--- src/rtl/led_anim_pkg.sv ---
// rtl/led_anim_pkg.sv - shared encodings and defaults for the LED bar frame monitor
package led_anim_pkg;

    localparam int LED_WIDTH = 16;
    localparam int CLK_HZ    = 100_000_000;

    // Sweep state encodings
    localparam logic [1:0] ST_IDLE = 2'b00;
    localparam logic [1:0] ST_HOLD = 2'b01;
    localparam logic [1:0] ST_UP   = 2'b10;
    localparam logic [1:0] ST_DOWN = 2'b11;

    // Direction output encodings
    localparam logic [1:0] DIR_HOLD = 2'b00;
    localparam logic [1:0] DIR_UP   = 2'b01;
    localparam logic [1:0] DIR_DN   = 2'b10;

endpackage

--- src/rtl/thermo_decode.sv ---
// rtl/thermo_decode.sv - MSB-first thermometer code decoder (combinational)
module thermo_decode #(
    parameter int WIDTH = 16
) (
    input  logic [WIDTH-1:0]               frame,
    output logic                           legal,
    output logic [$clog2(WIDTH+1)-1:0]     level
);

    localparam int LW = $clog2(WIDTH+1);

    // Match the frame against every legal bar length; at most one can hit
    always_comb begin
        legal = 1'b0;
        level = '0;
        for (int l = 0; l <= WIDTH; l++) begin
            if (frame == ~({WIDTH{1'b1}} >> l)) begin
                legal = 1'b1;
                level = LW'(l);
            end
        end
    end

endmodule

--- src/rtl/led_frame_monitor.sv ---
// rtl/led_frame_monitor.sv - LED bar frame checker: level, direction, errors, frame period
module led_frame_monitor
    import led_anim_pkg::*;
#(
    parameter int WIDTH    = LED_WIDTH,
    parameter int PERIOD_W = 27,
    parameter int ERRCNT_W = 8
) (
    input  logic                           clk,
    input  logic                           rst_n,
    input  logic [WIDTH-1:0]               frame,
    input  logic                           frame_stb,
    output logic [$clog2(WIDTH+1)-1:0]     level,
    output logic [1:0]                     dir,
    output logic                           code_err,
    output logic                           step_err,
    output logic [ERRCNT_W-1:0]            err_cnt,
    output logic [PERIOD_W-1:0]            period,
    output logic                           period_vld
);

    localparam int LW = $clog2(WIDTH+1);
    localparam logic [LW-1:0] LVL_MAX = LW'(WIDTH);

    logic              dec_legal;
    logic [LW-1:0]     dec_level;
    logic [1:0]        state;
    logic [1:0]        state_nxt;
    logic              step_bad;
    logic [LW:0]       new_ext;
    logic [LW:0]       old_ext;
    logic [PERIOD_W-1:0] gap_cnt;
    logic              seen_stb;

    thermo_decode #(.WIDTH(WIDTH)) u_decode (
        .frame (frame),
        .legal (dec_legal),
        .level (dec_level)
    );

    assign new_ext = {1'b0, dec_level};
    assign old_ext = {1'b0, level};

    // Next sweep state and step legality for a legal incoming level
    always_comb begin
        state_nxt = state;
        step_bad  = 1'b0;
        if (state == ST_IDLE) begin
            state_nxt = ST_HOLD;
        end else if (new_ext == old_ext) begin
            state_nxt = ST_HOLD;
        end else if (new_ext == old_ext + 1'b1) begin
            state_nxt = ST_UP;
            // Turning back up is only clean from the empty bar
            step_bad  = (state == ST_DOWN) && (level != '0);
        end else if (new_ext + 1'b1 == old_ext) begin
            state_nxt = ST_DOWN;
            // Turning back down is only clean from the full bar
            step_bad  = (state == ST_UP) && (level != LVL_MAX);
        end else begin
            state_nxt = ST_HOLD;
            step_bad  = 1'b1;
        end
    end

    // Frame-strobe handling: level, state, error pulses and saturating error count
    always_ff @(posedge clk or negedge rst_n) begin
        if (!rst_n) begin
            state    <= ST_IDLE;
            level    <= '0;
            code_err <= 1'b0;
            step_err <= 1'b0;
            err_cnt  <= '0;
        end else begin
            code_err <= 1'b0;
            step_err <= 1'b0;
            if (frame_stb) begin
                if (!dec_legal) begin
                    code_err <= 1'b1;
                    if (err_cnt != '1) err_cnt <= err_cnt + 1'b1;
                end else begin
                    level    <= dec_level;
                    state    <= state_nxt;
                    step_err <= step_bad;
                    if (step_bad && (err_cnt != '1)) err_cnt <= err_cnt + 1'b1;
                end
            end
        end
    end

    // Strobe-to-strobe gap measurement; the first strobe only arms the counter
    always_ff @(posedge clk or negedge rst_n) begin
        if (!rst_n) begin
            gap_cnt    <= '0;
            seen_stb   <= 1'b0;
            period     <= '0;
            period_vld <= 1'b0;
        end else if (frame_stb) begin
            gap_cnt  <= PERIOD_W'(1);
            seen_stb <= 1'b1;
            if (seen_stb) begin
                period     <= gap_cnt;
                period_vld <= 1'b1;
            end
        end else if (gap_cnt != '1) begin
            gap_cnt <= gap_cnt + 1'b1;
        end
    end

    // Direction is a pure decode of the registered sweep state
    always_comb begin
        case (state)
            ST_UP:   dir = DIR_UP;
            ST_DOWN: dir = DIR_DN;
            default: dir = DIR_HOLD;
        endcase
    end

endmodule

--- config.mk ---
export PLATFORM = sky130hd
export DESIGN_NAME = led_frame_monitor
export DESIGN_NICKNAME = d
export VERILOG_FILES = /design/src/rtl/led_anim_pkg.sv /design/src/rtl/thermo_decode.sv /design/src/rtl/led_frame_monitor.sv
export SDC_FILE = /design/constraint.sdc
export NUM_CORES = 1
export LEC_CHECK = 0
export CAP_MARGIN = 0
export CORE_UTILIZATION = 25
export CTS_CLUSTER_DIAMETER = 150
export DETAILED_ROUTE_END_ITERATION = 6
export DONT_BUFFER_PORTS = 1
export SYNTH_ARGS = -nofsm -noshare
export SYNTH_HDL_FRONTEND = slang
export SYNTH_HIERARCHICAL = 1
export SYNTH_SLANG_ARGS = --single-unit
--- constraint.sdc ---
create_clock -name clk -period 5.9 [get_ports clk]
set_input_delay 0.59 -clock clk [delete_from_list [all_inputs] [get_ports clk]]
set_output_delay 0.59 -clock clk [all_outputs]
set_load 0.005 [all_outputs]
==> metrics.txt, run 1 <==
total CTS buffers 9; #FFs+latches synth 73; Placed Area 4060 µm²; DR vias 2769; async set or reset register ratio after synthesis 100%; routed wire length 8410 µm; vias in the first global route 2654; RePlAce Congestion 0.875; CP Cell Sequence nor3_2, nor3b_4, nand2_1, o32ai_1, nor2_1, a211oi_1, o31ai_1, a311oi_1, o21ai_2, nand2_1, mux2_2; fin nets 392; CP max FO 10; Iteration-0 DRC Markers 138; syn avg cell area 10.5 µm²; WP data arrival 3.78 ns; VDD IR max 0.105 mV; cell area after layout 4360 µm²; CTS clk-pin slew, worst paths 0.06 ns; EDFF count, synth 0; delay of the slowest critical-path stage 1.06 ns; WHS 0.129 ns; num ports 64; crit start category input port; Resize count post-CTS 0; Unique masters post-synth 63; cell taking the most area after synthesis dfrtp_1; Reg2Reg Setup Slack 3.44 ns; sequential share of the synthesized area 47.2%; Worst Setup End Kind register; leakage power 1.87 nW; min Tclk post-route 3.56 ns; Final Max Slew Viols 0; Final Util 28.8%; htree depth 3; CTS tree done; first-pass GRT wire length 14100 µm; Slew @ Worst Pin 1.26 ns; chip height 126 µm; Slowest-stage cell, CP o32ai_1; Final HPWL DP 5970 µm; residual DRC count 0; # setup viols final 0; row count 45; post-synth top area share 47.2%; hold crit path type input port to async pin; fin crit share 60.4%; GRT overflow 0; largest net degree at the start of global routing 74; Setup Slack @ Placement 2.10 ns; Clock Path Buffers 2; Net Count, Synth 392; top cells by area, synth dfrtp_1 47%, mux2_2 9.0%, xor2_1 5.2%; Vias/cell 4.94; setup TNS 0 ns; outcome finished, final reports clean; area of the die 16000 µm²; CP delay by family, top compound AO/OA/AOI/OAI gates; Ant. Diodes 0; Post-Layout Cell Count 561; Clock Latency Late Sink 0.33 ns; Buf/Inv on CP 0; ys flop type dfrtp_1; CP required 6.12 ns; drt pass-1 iters 4; unrepaired setup endpoints after global routing false; power consumption 1.16 mW; clock skew 0.00807 ns; Slew HR 15.8%; post-synthesis cell count 368; Initial Util 25.6%; Final Hold Fails 0; chip width 126 µm; layout cells sized above 1 18.2%; most numerous cell in the Yosys netlist dfrtp_1; CTS root buffer clkbuf_16; worst setup path class input port to register; total of max-cap violations 0; top cells by instance count after synthesis 73 x dfrtp_1, 35 x nor2_1, 31 x mux2_2; input/output buffers 0; Core ar. 15100 µm²; Total Routing Usage GR 11.1%; PD cells 265 nW/µm²; cell repeated most along the worst path nand2_1; initial antenna violation count 0; Area Overhead vs Synth 12.7%; worst setup margin 2.34 ns; Antenna Nets Post-Route 0; Post-Synthesis Cell Area 3870 µm²; placed cells 544; CTS Sinks 73; Peak Freq 281 MHz; Ys Warns 6; Wirelength per Cell 15.0 µm
worst paths after layout:
check,depth (start not counted),to,from
worst max-delay path,11,err_cnt[1],frame[2]
worst min-delay path,1,period[17],rst_n
worst max register to register,8,gap_cnt[23],gap_cnt[0]
worst min register to register,1,seen_stb,seen_stb
max in group asynchronous,1,state[1],rst_n
min in group clk,1,gap_cnt[17],frame_stb
cell families (layout without fill, tap and decap cells):
family | count (synthesis) | count (layout) | share of synthesized area, %
xor+xnor | 39 | 39 | 8.82
buf+inv | 22 | 27 | 2.26
mux | 33 | 33 | 9.53
flops | 73 | 73 | 47.2
simple gates | 144 | 144 | 21.5
fa+ha+maj | 6 | 6 | 1.87
compound gates | 51 | 51 | 8.86
cells in the final DEF, fill, tap and decap left out, types with 2 or more instances in the layout:
cell type  synthesis  final
inv_1              9      9
a21oi_1            9      9
nand4_1           11     11
and3b_1            2      2
nand2b_1           4      4
o31ai_1            2      2
nor2b_1            4      4
o22ai_1            2      2
mux2_2            31     31
o21ai_0           12     12
and3_1             7      7
or3b_2             2      2
clkbuf_1           9      2
or2_2              2      2
dfrtp_1           73     73
xnor2_1           16     16
nand4_2            2      2
clkinv_2           0      2
a211oi_1           3      3
clkbuf_16          0      9
a32oi_1            2      2
o32ai_1            2      2
nor3_1             7      7
nor4_1             3      3
and4_1             3      3
nor2_2             2      2
nor2_1            35     35
ha_1               5      5
or3_1              4      4
a21o_1             2      2
xor2_1            23     23
a21boi_0           4      4
mux2i_1            2      2
nand3_1           15     15
nand2_1           25     25
a31oi_1            2      2
flip-flops by register name, indices dropped and copies added (netlist names):
| register | count |
|---|---|
| gap_cnt | 27 |
| period | 27 |
| err_cnt | 8 |
| level | 5 |
| state | 2 |
| code_err | 1 |
| period_vld | 1 |
| seen_stb | 1 |
| step_err | 1 |
timing repair:
item                                   CTS  global route
setup buffers                            0             0
hold buffers                             1             0
setup endpoints to repair                0             0
endpoints found under the hold margin   73             0
cell type report:
| type | count | area, µm² |
|---|---|---|
| tap | 188 | 235 |
| clock inverter | 4 | 27.5 |
| fill | 1554 | 10800 |
| multi-input combinational | 273 | 1960 |
| timing repair buffer | 2 | 35.0 |
| inverter | 9 | 33.8 |
| clock buffer | 12 | 246 |
| sequential | 73 | 1830 |
report_power, final:
group | leakage, nW | internal [mW] | switching [mW] | total [mW]
clock | 0.137 | 0.297 | 0.209 | 0.506
sequential | 0.985 | 0.530 | 0.0419 | 0.572
combinational | 0.750 | 0.0394 | 0.0399 | 0.0794
total | 1.87 | 0.867 | 0.291 | 1.16
metal layers:
metal | routed length, µm | vias to the layer above | global-route usage (%)
met5 | 0 | - | 0
met4 | 159 | 0 | 4.61
met3 | 564 | 14 | 3.80
met2 | 3950 | 67 | 17.6
met1 | 3740 | 1374 | 13.9
li1 | - | 1314 | -
Power figures use the tool's default switching activity.
==> run 2, diff against run 1 <==
- clock period: 5.9 -> 3.4 ns (I/O delays scaled with it)
==> run 2 against run 1 <==
  * Final area up 2.0%
  * Die area did not move
  * Largest power group is now clock
  * Count of clock-buffer cells in the layout is 2 lower
==> metrics.txt, run 2 (same netlist as run 1, synthesis figures left out) <==
most frequent cells in the layout 73 x dfrtp_1, 35 x nor2_1, 31 x mux2_2 (unchanged); leakage power 1.92 nW (was 1.87 nW); outcome finished, final reports clean (unchanged); chip height 126 µm (unchanged); hold crit path type input port to register (was input port to async pin); WP data arrival 3.08 ns (was 3.78 ns); Vias/cell 4.86 (was 4.94); initial antenna violation count 0 (unchanged); Final HPWL DP 6050 µm (was 5970 µm); Wirelength per Cell 15.1 µm (was 15.0 µm); fin nets 396 (was 392); Final Hold Fails 0 (unchanged); r2r startpoint gap_cnt[0] (unchanged); Antenna Nets Post-Route 0 (unchanged); buffer count from post-CTS setup fixing 0 (unchanged); GRT overflow 0 (unchanged); cell area after layout 4450 µm² (was 4360 µm²); num ports 64 (unchanged); VDD IR max 0.267 mV (was 0.105 mV); first-pass GRT wire length 14400 µm (was 14100 µm); min-delay src frame_stb; Final Max Slew Viols 0 (unchanged); worst setup path class input port to register (unchanged); CTS root buffer clkbuf_16 (unchanged); Worst R2R Path Depth 8 (unchanged); input/output buffers 0 (unchanged); Core ar. 15100 µm² (unchanged); RePlAce Congestion 0.873 (was 0.875); DR vias 2745 (was 2769); vias in the first global route 2789 (was 2654); cell repeated most along the worst path nand2_1 (unchanged); CTS clk-pin slew, worst paths 0.06 ns (about the same); Clock Path Buffers 2 (unchanged); delay of the slowest critical-path stage 0.38 ns (was 1.06 ns); Fillers 1520 (was 1554); CP required 3.62 ns (was 6.12 ns); PD cells 489 nW/µm² (was 265 nW/µm²); # setup viols final 0 (unchanged); fin crit share 84.3%; layout cells sized above 1 19.4% (was 18.2%); CP max FO 7 (was 10); Peak Freq 349 MHz; setup TNS 0 ns (unchanged); Slew @ Worst Pin 0.512 ns (was 1.26 ns); row count 45 (unchanged); Ant. Diodes 0 (unchanged); CTS Sinks 73 (unchanged); crit start category input port (unchanged); clock skew 0.00682 ns (was 0.00807 ns); Placed Area 4080 µm² (was 4060 µm²); Reg2Reg Setup Slack 0.91 ns (was 3.44 ns); CTS tree done (unchanged); FF-to-FF End gap_cnt[23] (unchanged); htree depth 3 (unchanged); Reg area 1830 µm² (unchanged); total of max-cap violations 0 (unchanged); area of the multi-input gates 1960 µm² (unchanged); Slew HR 65.8% (was 15.8%); largest net degree at the start of global routing 74 (unchanged); routed wire length 8520 µm (was 8410 µm); Worst Setup End Kind register (unchanged); Area Overhead vs Synth 14.9% (was 12.7%); chip width 126 µm (unchanged); Final Util 29.4% (was 28.8%); Clock Latency Late Sink 0.33 ns (about the same); area of the die 16000 µm² (unchanged); unrepaired setup endpoints after global routing false (unchanged); hold depth 1; power consumption 2.17 mW (was 1.16 mW); min Tclk post-route 2.87 ns; Top Registers gap_cnt: 27 flops, period: 27 flops, err_cnt: 8 flops (unchanged); Initial Util 25.6% (unchanged); drt pass-1 iters 4 (unchanged); total CTS buffers 9 (unchanged); Total Routing Usage GR 11.4% (was 11.1%); Hold Path Sink gap_cnt[17]; Slowest-stage cell, CP o32ai_1 (unchanged); CP Cell Sequence nor3_2, nor3b_4, nand2_1, o32ai_1, buf_4, xor2_1, o311ai_0, nor3_1, nand3b_1, o21ai_2, nand2_1, mux2_2 (was nor3_2, nor3b_4, nand2_1, o32ai_1, nor2_1, a211oi_1, o31ai_1, a311oi_1, o21ai_2, nand2_1, mux2_2); residual DRC count 0 (unchanged); Iteration-0 DRC Markers 144 (was 138); most common cell after layout, fill and taps aside dfrtp_1 (unchanged)
## run 2: cell type report
cell class | count | share of cell area (%)
clock buffers | 10 | 5.37
multi-input cells | 273 | 44.0
well taps | 188 | 5.29
repair buffers | 6 | 1.52
inverters | 9 | 0.759
clock inverters | 6 | 2.02
flip-flops and latches | 73 | 41.1
## run 2: worst max-delay path by stage
stage,cells past startpoint,slack [ns],to,start
final,12,0.53,err_cnt[1],frame[2]
after global routing,12,0.17,err_cnt[1],frame[2]
after CTS,12,0.56,err_cnt[1],frame[2]
after detailed placement,12,0.23,err_cnt[1],frame[2]
after global placement,12,0.35,err_cnt[1],frame[2]
after floorplan,12,0.49,err_cnt[1],frame[2]
## run 2: timing repair
| item | 4_1_cts | 5_1_grt |
|---|---|---|
| hold buffers | 2 | 0 |
| resized for setup | 0 | 0 |
| endpoints found under the hold margin | 73 | 0 |
## run 2: layer usage
layer  global-route usage (%)  share of wire (%)
met1                     13.8                 43
met2                     18.4                 48
met3                     3.71                6.4
met4                     5.53                2.5
met5                        0                  0
## run 2: per-stage QoR
stage	hold slack [ns]	setup slack, ns	std cells
global placement	0.0468	0.352	547
CTS	0.0643	0.556	565
global route	0.0616	0.166	565
detailed placement	0.0469	0.225	547
finish	0.0822	0.534	565
floorplan	0.0444	0.493	368
## run 2: worst max-delay path, delay by kind of cell
kind	cells	cell delay (ns)
simple gates	6	1.12
buf+inv	1	0.19
mux	1	0.29
compound gates	3	0.88
xor+xnor	1	0.27
## run 2: where the power goes
part           switching, mW  internal [mW]
registers             0.0777          0.920
clock network          0.373          0.665
logic                 0.0709         0.0688
total                  0.522           1.65
==> run 3, diff against run 2 <==
- clock period: 3.4 -> 3 ns (I/O delays scaled with it)
==> run 3 against run 2 <==
  * Sequential share of layout area up 0.19 points
  * Wire length increased by 3.1%
  * Register-to-register slack lost 0.44 ns
  * Critical path type unchanged
  * Highest routed layer unchanged
==> metrics.txt, run 3 (same netlist as run 1, synthesis figures left out) <==
outcome finished, final reports clean (unchanged); Ant. Diodes 0 (unchanged); CTS clk-pin slew, worst paths 0.06 ns (about the same); Final Util 29.2% (was 29.4%); delay of the slowest critical-path stage 0.43 ns (was 0.38 ns); routed wire length 8790 µm (was 8520 µm); VDD IR max 0.187 mV (was 0.267 mV); Final Max Slew Viols 0 (unchanged); Reg area 1830 µm² (unchanged); Top Registers gap_cnt: 27 flops, period: 27 flops, err_cnt: 8 flops (unchanged); CTS root buffer clkbuf_16 (unchanged); met1 Use GR 14.3% (was 13.8%); chip height 126 µm (unchanged); Worst Setup End Kind register (unchanged); most common cell after layout, fill and taps aside dfrtp_1 (unchanged); fin crit share 91.2%; Final HPWL DP 6190 µm (was 6050 µm); layout cells sized above 1 20.1% (was 19.4%); Peak Freq 366 MHz; fin nets 399 (was 396); vias in the first global route 2767 (was 2789); total CTS buffers 9 (unchanged); hold crit path type input port to register (unchanged); largest net degree at the start of global routing 74 (unchanged); CTS Sinks 73 (unchanged); num ports 64 (unchanged); # setup viols final 0 (unchanged); Worst R2R Path Depth 8 (unchanged); FF-to-FF End err_cnt[1] (was gap_cnt[23]); Reg2Reg Setup Slack 0.47 ns (was 0.91 ns); chip width 126 µm (unchanged); clock skew 0.00721 ns (was 0.00682 ns); Antenna Nets Post-Route 0 (unchanged); Setup Slack @ Placement -0.0989 ns (was 0.225 ns); min-delay src frame_stb (unchanged); area of the multi-input gates 1970 µm² (was 1960 µm²); residual DRC count 0 (unchanged); min Tclk post-route 2.73 ns; GR peak layer met2 (unchanged); Clock Latency Late Sink 0.33 ns (about the same); cell repeated most along the worst path nand2_1 (unchanged); CTS tree done (unchanged); global-route track usage on met2 17.8% (was 18.4%); row count 45 (unchanged); worst setup path class input port to register (unchanged); Buf/Inv on CP 1 (unchanged); Vias/cell 4.97 (was 4.86); Slowest-stage cell, CP a311oi_1 (was o32ai_1); PD cells 512 nW/µm² (was 489 nW/µm²); crit start category input port (unchanged); GRT overflow 0 (unchanged); htree depth 3 (unchanged); Hold Path Sink gap_cnt[3] (was gap_cnt[17]); DR vias 2818 (was 2745); Clock Path Buffers 2 (unchanged); Slew @ Worst Pin 0.527 ns (was 0.512 ns); r2r startpoint level[1] (was gap_cnt[0]); WP data arrival 2.95 ns (was 3.08 ns); leakage power 1.90 nW (was 1.92 nW); RePlAce Congestion 0.876 (was 0.873); M3 GR Usage 3.42% (was 3.71%); total of max-cap violations 0 (unchanged); first-pass GRT wire length 14400 µm (about the same); critical path depth 12 (unchanged); hold depth 1 (unchanged); area of the die 16000 µm² (unchanged); Total Routing Usage GR 11.4% (about the same); drt pass-1 iters 4 (unchanged); Core ar. 15100 µm² (unchanged); CP delay by family, top compound AO/OA/AOI/OAI gates (was simple AND/OR/NAND/NOR gates); Initial Util 25.6% (unchanged); input/output buffers 0 (unchanged); Iteration-0 DRC Markers 136 (was 144); most frequent cells in the layout 73 x dfrtp_1, 35 x nor2_1, 31 x mux2_2 (unchanged); Wirelength per Cell 15.5 µm (was 15.1 µm); Fillers 1548 (was 1520); CP max FO 7 (unchanged); CP Cell Sequence nor3_2, nor3b_4, nand2_1, o32ai_2, buf_4, xor2_1, nand4b_1, o22ai_1, a311oi_1, o21ai_4, nand2_1, mux2_2 (was nor3_2, nor3b_4, nand2_1, o32ai_1, buf_4, xor2_1, o311ai_0, nor3_1, nand3b_1, o21ai_2, nand2_1, mux2_2); Slew HR 64.8% (was 65.8%); buffer count from post-CTS setup fixing 0 (unchanged); Area Overhead vs Synth 14.4% (was 14.9%); initial antenna violation count 0 (unchanged); CP required 3.22 ns (was 3.62 ns); worst setup margin 0.265 ns (was 0.534 ns); Final Hold Fails 0 (unchanged)
==> run 3: metrics by stage <==
step	power, mW	instances	setup TNS [ns]	hold WS, ns	cell area [µm²]
after floorplan	1.24	368	0	0.00441	3870
after global placement	1.27	550	0	0.00677	4110
after detailed placement	1.28	550	-0.105	0.00654	4110
after CTS	2.30	567	0	0.0222	4410
after global routing	2.39	567	-0.0194	0.0203	4430
final	2.27	567	0	0.0366	4430
==> run 3: final cells by class <==
cell class / count / share of cell area, %
inverters: 9 / 0.763
multi-input cells: 273 / 44.5
clock inverters: 5 / 0.734
flip-flops and latches: 73 / 41.2
well taps: 188 / 5.31
repair buffers: 9 / 2.03
clock buffers: 10 / 5.40
==> run 3: metal layers <==
metal  routed length [µm]  part of all wire [%]  vias up
met5                    0                     0        -
li1                     -                     -     1333
met1                 3880                    44     1408
met4                  233                   2.7        0
met3                  478                   5.4       18
met2                 4200                    48       59
==> run 3: how the worst max path moves through the flow <==
stage | from | endpoint
finish | frame[2] | err_cnt[1]
global route | frame[2] | err_cnt[1]
CTS | frame[2] | err_cnt[1]
detailed placement | frame[2] | err_cnt[1]
global placement | frame[2] | err_cnt[1]
floorplan | frame[2] | err_cnt[1]
==> run 3: what timing repair did <==
item	in CTS	in global routing
gates resized for setup	0	2
endpoints found under the hold margin	73	0
setup endpoints to repair	0	6
hold buffers	2	0
==> run 3: power by group <==
| part | internal [mW] | switching, mW |
|---|---|---|
| logic | 0.0783 | 0.0801 |
| registers | 1.04 | 0.0841 |
| clock network | 0.574 | 0.407 |
| total | 1.69 | 0.571 |
==> run 3: worst reg2reg max path, delay by kind of cell, from the launching register on <==
kind                     cells  cell delay [ns]
AO/OA/AOI/OAI                2             0.58
XOR/XNOR                     1             0.16
AND/OR/NAND/NOR              3             0.54
flip-flops                   1             0.50
multiplexers                 1             0.34
adder cells (fa/ha/maj)      1             0.30
